===== config.mk =====
export PLATFORM = sky130hd
export DESIGN_NAME = instr_fetch_unit
export DESIGN_NICKNAME = d
export VERILOG_FILES = /design/src/rtl/instr_fetch_unit_pkg.sv /design/src/rtl/instr_fetch_unit.sv
export SDC_FILE = /design/constraint.sdc
export NUM_CORES = 1
export LEC_CHECK = 0
export CORE_MARGIN = 8
export CORE_UTILIZATION = 38
export CTS_CLUSTER_DIAMETER = 100
export DETAILED_ROUTE_END_ITERATION = 10
export GPL_TIMING_DRIVEN = 0
export PLACE_DENSITY_LB_ADDON = 0.08
export SYNTH_ARGS = -nofsm -noshare
export SYNTH_HDL_FRONTEND = slang
export SYNTH_SLANG_ARGS = --single-unit

===== constraint.sdc =====
create_clock -name clk_m -period 1.9 [get_ports clk_m]
set_clock_uncertainty 0.15 [all_clocks]
set_input_delay 0.38 -clock clk_m [delete_from_list [all_inputs] [get_ports clk_m]]
set_output_delay 0.38 -clock clk_m [all_outputs]
set_load 0.01 [all_outputs]

===== src/rtl/instr_fetch_unit_pkg.sv =====
// Shared definitions for the instruction fetch unit: FSM state encoding,
// instruction field bit positions and the PC increment.
// Latency/backpressure: not applicable (constants only).
package instr_fetch_unit_pkg;

   // Fetch FSM encoding. Kept as plain 2-bit constants so older tools and
   // waveform filters that expect fixed codes keep working.
   localparam logic [1:0] ST_IDLE = 2'd0;
   localparam logic [1:0] ST_REQ  = 2'd1;
   localparam logic [1:0] ST_WAIT = 2'd2;
   localparam logic [1:0] ST_HOLD = 2'd3;

   // Instruction word field positions.
   localparam int RS_HI = 25;
   localparam int RS_LO = 21;
   localparam int RT_HI = 20;
   localparam int RT_LO = 16;
   localparam int RD_HI = 15;
   localparam int RD_LO = 11;
   localparam int OP_HI = 2;
   localparam int OP_LO = 0;

   // Byte distance between consecutive instruction words.
   localparam int PC_STEP = 4;

endpackage


===== src/rtl/instr_fetch_unit.sv =====
// Instruction fetch: PC, one-word-at-a-time fetch from a 1-cycle sync RAM, IR + field decode.
// Latency: Run high in IDLE -> IR_Valid 3 cycles later; throughput 1 instr / 3 cycles.
// Backpressure: IR_Ready low in HOLD freezes IR/IR_PC/IR_Valid and stops all RAM reads.
//
// Ports:
//   clk_m, Reset            clock (rising edge) and async active-low reset
//   Run                     fetch enable, sampled in IDLE and HOLD
//   Inst_Rd_En/Addr/Data    instruction RAM read strobe, byte address, read data (next cycle)
//   IR_Valid/IR_Ready       handshake toward execute; IR and IR_PC are the payload
//   Rs/Rt/Rd/ALU_OP         fields decoded from IR
//   Br_Load/Br_Target       PC load for branches/jumps (target low 2 bits ignored)
//   Fetch_Cnt               saturating count of delivered instructions
module instr_fetch_unit
   import instr_fetch_unit_pkg::*;
#(
   parameter int                ADDR_W   = 8,
   parameter logic [ADDR_W-1:0] RESET_PC = 8'h00,
   parameter int                CNT_W    = 16
) (
   input  logic              clk_m,
   input  logic              Reset,
   input  logic              Run,
   output logic              Inst_Rd_En,
   output logic [ADDR_W-1:0] Inst_Addr,
   input  logic [31:0]       Inst_Data,
   output logic              IR_Valid,
   input  logic              IR_Ready,
   output logic [31:0]       IR,
   output logic [ADDR_W-1:0] IR_PC,
   output logic [4:0]        Rs,
   output logic [4:0]        Rt,
   output logic [4:0]        Rd,
   output logic [2:0]        ALU_OP,
   input  logic              Br_Load,
   input  logic [ADDR_W-1:0] Br_Target,
   output logic [CNT_W-1:0]  Fetch_Cnt
);

   logic [1:0]        state_q,     state_d;
   logic [ADDR_W-1:0] pc_q,        pc_d;
   logic [31:0]       ir_q,        ir_d;
   logic [ADDR_W-1:0] ir_pc_q,     ir_pc_d;
   logic              ir_vld_q,    ir_vld_d;
   logic [CNT_W-1:0]  fetch_cnt_q, fetch_cnt_d;

   // Branch targets are forced onto a word boundary.
   logic [ADDR_W-1:0] br_tgt_aligned;
   assign br_tgt_aligned = Br_Target & ~ADDR_W'(3);

   always_comb begin
      state_d     = state_q;
      pc_d        = pc_q;
      ir_d        = ir_q;
      ir_pc_d     = ir_pc_q;
      ir_vld_d    = ir_vld_q;
      fetch_cnt_d = fetch_cnt_q;

      case (state_q)
         ST_IDLE: begin
            if (Br_Load) pc_d = br_tgt_aligned;
            if (Run)     state_d = ST_REQ;
         end
         ST_REQ: begin
            // A branch here restarts the fetch at the target; the word being
            // read is simply never captured.
            if (Br_Load) begin
               pc_d    = br_tgt_aligned;
               state_d = ST_REQ;
            end else begin
               state_d = ST_WAIT;
            end
         end
         ST_WAIT: begin
            if (Br_Load) begin
               // Flush: drop the returning word, leave IR side untouched.
               pc_d    = br_tgt_aligned;
               state_d = ST_REQ;
            end else begin
               ir_d     = Inst_Data;
               ir_pc_d  = pc_q;
               pc_d     = pc_q + ADDR_W'(PC_STEP);
               ir_vld_d = 1'b1;
               if (fetch_cnt_q != {CNT_W{1'b1}})
                  fetch_cnt_d = fetch_cnt_q + CNT_W'(1);
               state_d  = ST_HOLD;
            end
         end
         ST_HOLD: begin
            // Branches are only honoured together with the consumption of the
            // instruction that produced them.
            if (IR_Ready) begin
               ir_vld_d = 1'b0;
               if (Br_Load) pc_d = br_tgt_aligned;
               state_d  = Run ? ST_REQ : ST_IDLE;
            end
         end
         default: state_d = ST_IDLE;
      endcase
   end

   always_ff @(posedge clk_m or negedge Reset) begin
      if (!Reset) begin
         state_q     <= ST_IDLE;
         pc_q        <= RESET_PC;
         ir_q        <= '0;
         ir_pc_q     <= '0;
         ir_vld_q    <= 1'b0;
         fetch_cnt_q <= '0;
      end else begin
         state_q     <= state_d;
         pc_q        <= pc_d;
         ir_q        <= ir_d;
         ir_pc_q     <= ir_pc_d;
         ir_vld_q    <= ir_vld_d;
         fetch_cnt_q <= fetch_cnt_d;
      end
   end

   // Read strobe is a pure state decode so it never glitches on inputs.
   assign Inst_Rd_En = (state_q == ST_REQ);
   assign Inst_Addr  = pc_q;
   assign IR_Valid   = ir_vld_q;
   assign IR         = ir_q;
   assign IR_PC      = ir_pc_q;
   assign Fetch_Cnt  = fetch_cnt_q;

   assign Rs     = ir_q[RS_HI:RS_LO];
   assign Rt     = ir_q[RT_HI:RT_LO];
   assign Rd     = ir_q[RD_HI:RD_LO];
   assign ALU_OP = ir_q[OP_HI:OP_LO];

endmodule


# ---- Yosys cells after proc, flatten, opt, wreduce, memory -nomap -nowiden
# Cells that the tools add are included.
dict set report op_classes {
  add_sub_neg 2
  eq_ne 7
  n_mux 13
  n_bitwise 1
  n_reduce_logical 7
}
# operator count
set ops {}
lappend ops {{8-bit 2-to-1 mux} 3}
lappend ops {{8-bit one-hot mux with 3 select lines} 1}
lappend ops {{16-bit by 1-bit adder with 16-bit output, second input constant} 1}
lappend ops {{16-bit != test, second input constant} 1}
lappend ops {{8-bit by 3-bit adder with 8-bit output, second input constant} 1}
lappend ops {{2-bit 2-to-1 mux} 4}
lappend ops {{2-bit one-hot mux with 4 select lines} 1}
lappend ops {{2-bit != test, second input constant} 3}
lappend ops {{3-bit AND reduction} 2}
lappend ops {{2-bit equality test, second input constant} 2}
lappend ops {{2-bit AND reduction} 2}
lappend ops {{1-bit 2-to-1 mux} 3}
lappend ops {{2-bit by 1-bit equality test with 1-bit output, second input constant} 1}
lappend ops {{2-bit zero test} 1}
lappend ops {{1-bit one-hot mux with 2 select lines} 1}
lappend ops {{2-bit nonzero test} 1}
lappend ops {{2-bit OR reduction} 1}
lappend ops {{1-bit NOT} 1}
dict set report totals {
  regBits 67
  in_bits 45
  output_inout_bits 84
  elab_cells 36
}

# ---- Longest topological paths before layout
dict set report depth {
  word_depth 3
  mapped_depth 6
}

# ---- Worst setup path before layout
# Ideal clock, no wire load.
dict set report synth_path {
  kind {register to register}
  from {register fetch_cnt_q[0] (netlist: Fetch_Cnt[0])}
  to {register fetch_cnt_q[1] (netlist: Fetch_Cnt[1])}
  setup_time_ps 125
  t_arrival_ps 1811
  t_required_ps 1625
  slack_ps -186
  path_stages_with_launch 5
  period_less_slack_ps 2086
  path_cell_list {dfrtp_1 ha_1 nand3_1 o41ai_2 mux2_2}
}
dict set report synth_between {
  elab_chain_len 2
}
# element line_no
set synth_rtl {}
lappend synth_rtl {{start: declaration} instr_fetch_unit.sv:44} ;# logic [CNT_W-1:0] fetch_cnt_q, fetch_cnt_d;
lappend synth_rtl {{start signal: assignment} instr_fetch_unit.sv:115} ;# fetch_cnt_q <= fetch_cnt_d;
lappend synth_rtl {{parallel branches: the longest is 2 deep, another holds 16-bit by 1-bit adder with 16-bit output} n/a}
# Parallel ways; which one is timed is not known.
# A chain may end at the register's enable or synchronous reset.

# ---- Worst setup path after layout
dict set report layout_path {
  from {register state_q[0]}
  to {register fetch_cnt_q[14] (netlist: Fetch_Cnt[14])}
}
dict set report layout_between {
  elab_chain_len 2
}
# element line_no
set layout_rtl {}
lappend layout_rtl {{start: declaration} instr_fetch_unit.sv:39} ;# logic [1:0] state_q, state_d;
lappend layout_rtl {{start signal: assignment} instr_fetch_unit.sv:110} ;# state_q <= state_d;
lappend layout_rtl {{2-bit equality test} instr_fetch_unit.sv:58} ;# case (state_q)
lappend layout_rtl {{3-bit AND reduction (no line)} n/a}
# No other way between the ends.

==> metrics.md <==
| Metric | Value |
|---|---|
| Status | finished, violations left |
| Failing checks | hold timing, setup timing |
| Crit Path Category | reg2reg |
| Achievable frequency | 500 MHz |
| Number of synthesized flops with an enable pin | 0 |
| PnR worst setup slack | -0.100 ns |
| Worst EP arrival | 2.11 ns |
| # DRC | 0 |
| XOR/XNOR Fraction of Synth Area | 4.59% |
| Routed wire length per instance | 14.4 um |
| Gate Count Post-Synth | 313 |
| WP buf/inv | 1 |
| Synthesis-to-finish area growth | 63.4% |
| Area leader, netlist | dfrtp_1 |
| Ant diodes | 0 |
| Crit path cell chain | or3b_4 > buf_4 > or3_4 > nor4b_4 > xor2_1 |
| RSZ-0062 raised after global routing | yes |
| Hpwl dp | 5920 um |
| CP max stage delay | 0.44 ns |
| DIE HEIGHT | 103 um |
| Pre-Repair DR Iteration Count | 4 |
| Vias in the first global route | 2509 |
| Clock Path Buffers | 2 |
| Die footprint | 10600 sq um |
| Rows | 31 |
| Synth cell count leaders | nand2_1 (131), dfrtp_1 (63), buf_4 (23), xor2_1 (12) |
| Largest family of logic cells by synthesized area | simple AND/OR/NAND/NOR gates |
| First-pass GRT wire length | 12600 um |
| Crit path max-delay family | simple AND/OR/NAND/NOR gates |
| Worst setup SP type | register |
| Adder-Cell Fraction of Synth Area | 0.874% |
| Fin crit share | 105% |
| Place WS | -0.972 ns |
| Sequential-to-total area share from yosys stat | 55.0% |
| Top cell type's share of synthesized area | 55.0% |
| Final net count | 515 |
| Non-Filler Instances | 571 |
| H-tree depth | 3 |
| Crit path required time | 2.01 ns |
| Post-route ant nets | 0 |
| Top-count cell post-synth | nand2_1 |
| Post-synthesis mux area share | 0.393% |
| Final setup fails | 8 |
| Max stage delay cell, worst path | dfrtp_2 |
| Core area | 7290 sq um |
| Gr ovfl total | 0 |
| Netlist cell types | 37 |
| Number of DRC markers in iteration 0 | 70 |
| Maximum vdd drop | 0.000731 V |
| Largest cells by area after synthesis | dfrtp_1 (55%), nand2_1 (17%), buf_4 (6.0%), xor2_1 (3.7%), nand3_1 (1.4%) |
| Synth Warn # | 0 |
| Clock root buffer | clkbuf_8 |
| DR vias | 2582 |
| Clock-pin transition on the worst setup and hold timing paths | 0.07 ns |
| CP Capture Type | register |
| Worst Path Max Fanout | 4 |
| Initial core utilization | 39.3% |
| Layout cells sized above 1 | 18.6% |
| Ports | 129 |
| Post-synthesis async set-or-reset flop share | 100% |
| GRT Util Overall | 15.4% |
| Synth Register Bits | 63 |
| Ys flop type | dfrtp_1 |
| Max cap viols | 0 |
| Worst-skew pair later-pin latency | 0.33 ns |
| Final Wtd Congestion | 0.801 |
| Measured slew at the worst slew-check pin | 0.818 ns |
| Antenna violations before repair | 0 |
| Power per standard cell area | 1360 nW/um^2 |
| Cell total after placement | 537 |
| Hold/Removal Path Class | in2async |
| Rel. slew slack | 45.5% |
| Post-Synth Simple-Gate Area | 25.1% |
| Port bufs | 122 |
| TritonCTS Buffers | 9 |
| Final hold slack | -0.0353 ns |
| Via-per-instance ratio | 4.52 |
| Mapped cell area | 2860 sq um |
| Die width | 103 um |
| CTS tree | done |
| Average cell area after synthesis | 9.15 sq um |
| Compound-Gate Fraction of Synth Area | 5.55% |
| Leak Pwr | 2.45 nW |
| Post-layout min period | 2.00 ns |
| Hold Vio Cnt, Final | 11 |
| Final Routed Wirelength | 8210 um |
| Largest net degree at the start of global routing | 64 |
| Clock Sinks | 63 |
| Fin. max-slew vios | 0 |
-- cell families (layout without fill, tap and decap cells) --
logic type	after synthesis	in the layout
AND/OR/NAND/NOR	167	167
other	1	4
XOR/XNOR	15	15
multiplexers	1	1
AO/OA/AOI/OAI	24	24
adder cells (fa/ha/maj)	2	2
buffers and inverters	40	196
flip-flops	63	63
-- through the flow --
step / instance area [sq um] / utilization (%) / total power, mW / setup TNS (ns)
after global placement: 4240 / 58.2 / 5.16 / -164.54
after floorplan: 2900 / - / 3.50 / -0.132
after global routing: 4680 / 64.2 / 6.86 / -0.986
final: 4680 / 64.2 / 6.39 / -0.357
after CTS: 4510 / 61.9 / 6.40 / -0.435
after detailed placement: 4240 / 58.1 / 5.22 / -46.16
-- state kept, by name, summed over array words and instances, names as in the netlist --
name and flops:
Fetch_Cnt 16, IR 32, Inst_Addr 6, IR_Valid 1
IR_PC 6, state_q 2
-- layer usage --
metal | track usage, % | part of all wire, % | vias up
li1 | - | - | 1294
met1 | 17.8 | 43 | 1196
met2 | 25.9 | 48 | 83
met3 | 5.20 | 8.0 | 9
met4 | 6.01 | 1.2 | 0
met5 | 0 | 0 | -
-- worst register-to-register path, stage by stage, from the launching register on --
cell and delay, ns:
dfrtp_2 0.44, or3b_4 0.41, buf_4 0.15, or3_4 0.38
nor4b_4 0.24, xor2_1 0.16
-- cell type report --
class                      count  area, sq um
fill                         644         2610
clock inverter                 5         50.0
clock buffer                  10          128
tap                           99          124
inverter                       6         22.5
sequential                    63         1590
buffer                        32          209
multi-input combinational    213         1140
timing repair buffer         143         1420
-- path summary, 6_finish.rpt --
check / slack (ns) / depth (start not counted) / from / end
worst max-delay path: -0.10 / 5 / state_q[0]$_DFFE_PN0P_ / Fetch_Cnt[14]$_DFFE_PN0P_
worst min-delay path: -0.04 / 1 / Reset / Fetch_Cnt[10]$_DFFE_PN0P_
worst max register to register: -0.10 / 5 / state_q[0]$_DFFE_PN0P_ / Fetch_Cnt[14]$_DFFE_PN0P_
worst min register to register: 0.32 / 2 / IR_PC[4]$_DFFE_PN0P_ / IR_PC[4]$_DFFE_PN0P_
max in group asynchronous: 1.02 / 1 / Reset / Inst_Addr[3]$_DFFE_PN0P_
min in group clk_m: 0.32 / 2 / IR_PC[4]$_DFFE_PN0P_ / IR_PC[4]$_DFFE_PN0P_
-- cell usage in the layout, fill, tap and decap left out, drive strengths merged, types with 2 or more instances in the layout --
cell           synthesis  layout
nand2                131     131
clkdlybuf4s50          0      99
dfrtp                 63      63
buf                   26      46
dlymetal6s2s           0      18
clkbuf                 8      18
xor2                  12      12
nor2                   8       8
nand3                  8       8
a21oi                  7       7
inv                    6       6
nor3                   6       6
o21ai                  5       5
nand4                  5       5
conb                   1       4
clkinv                 0       4
dlygate4sd2            0       4
xnor2                  3       3
nor3b                  2       2
a22o                   2       2
o22ai                  2       2
a31oi                  2       2
or3                    2       2
ha                     2       2
-- repair_timing --
item	CTS	global route
hold buffers	0	0
buffers inserted	8	12
pin swaps	1	7
gates resized for setup	20	32
cloned	0	1
setup endpoints to repair	68	38
-- where the power goes --
part	leakage, nW	total (mW)	internal [mW]	switching, mW
Sequential	0.780	2.24	1.85	0.394
Combinational	1.57	3.06	1.78	1.28
Clock	0.0957	1.08	0.590	0.492
Total	2.45	6.39	4.22	2.17
Note: power is estimated with default switching activity, not from simulation.
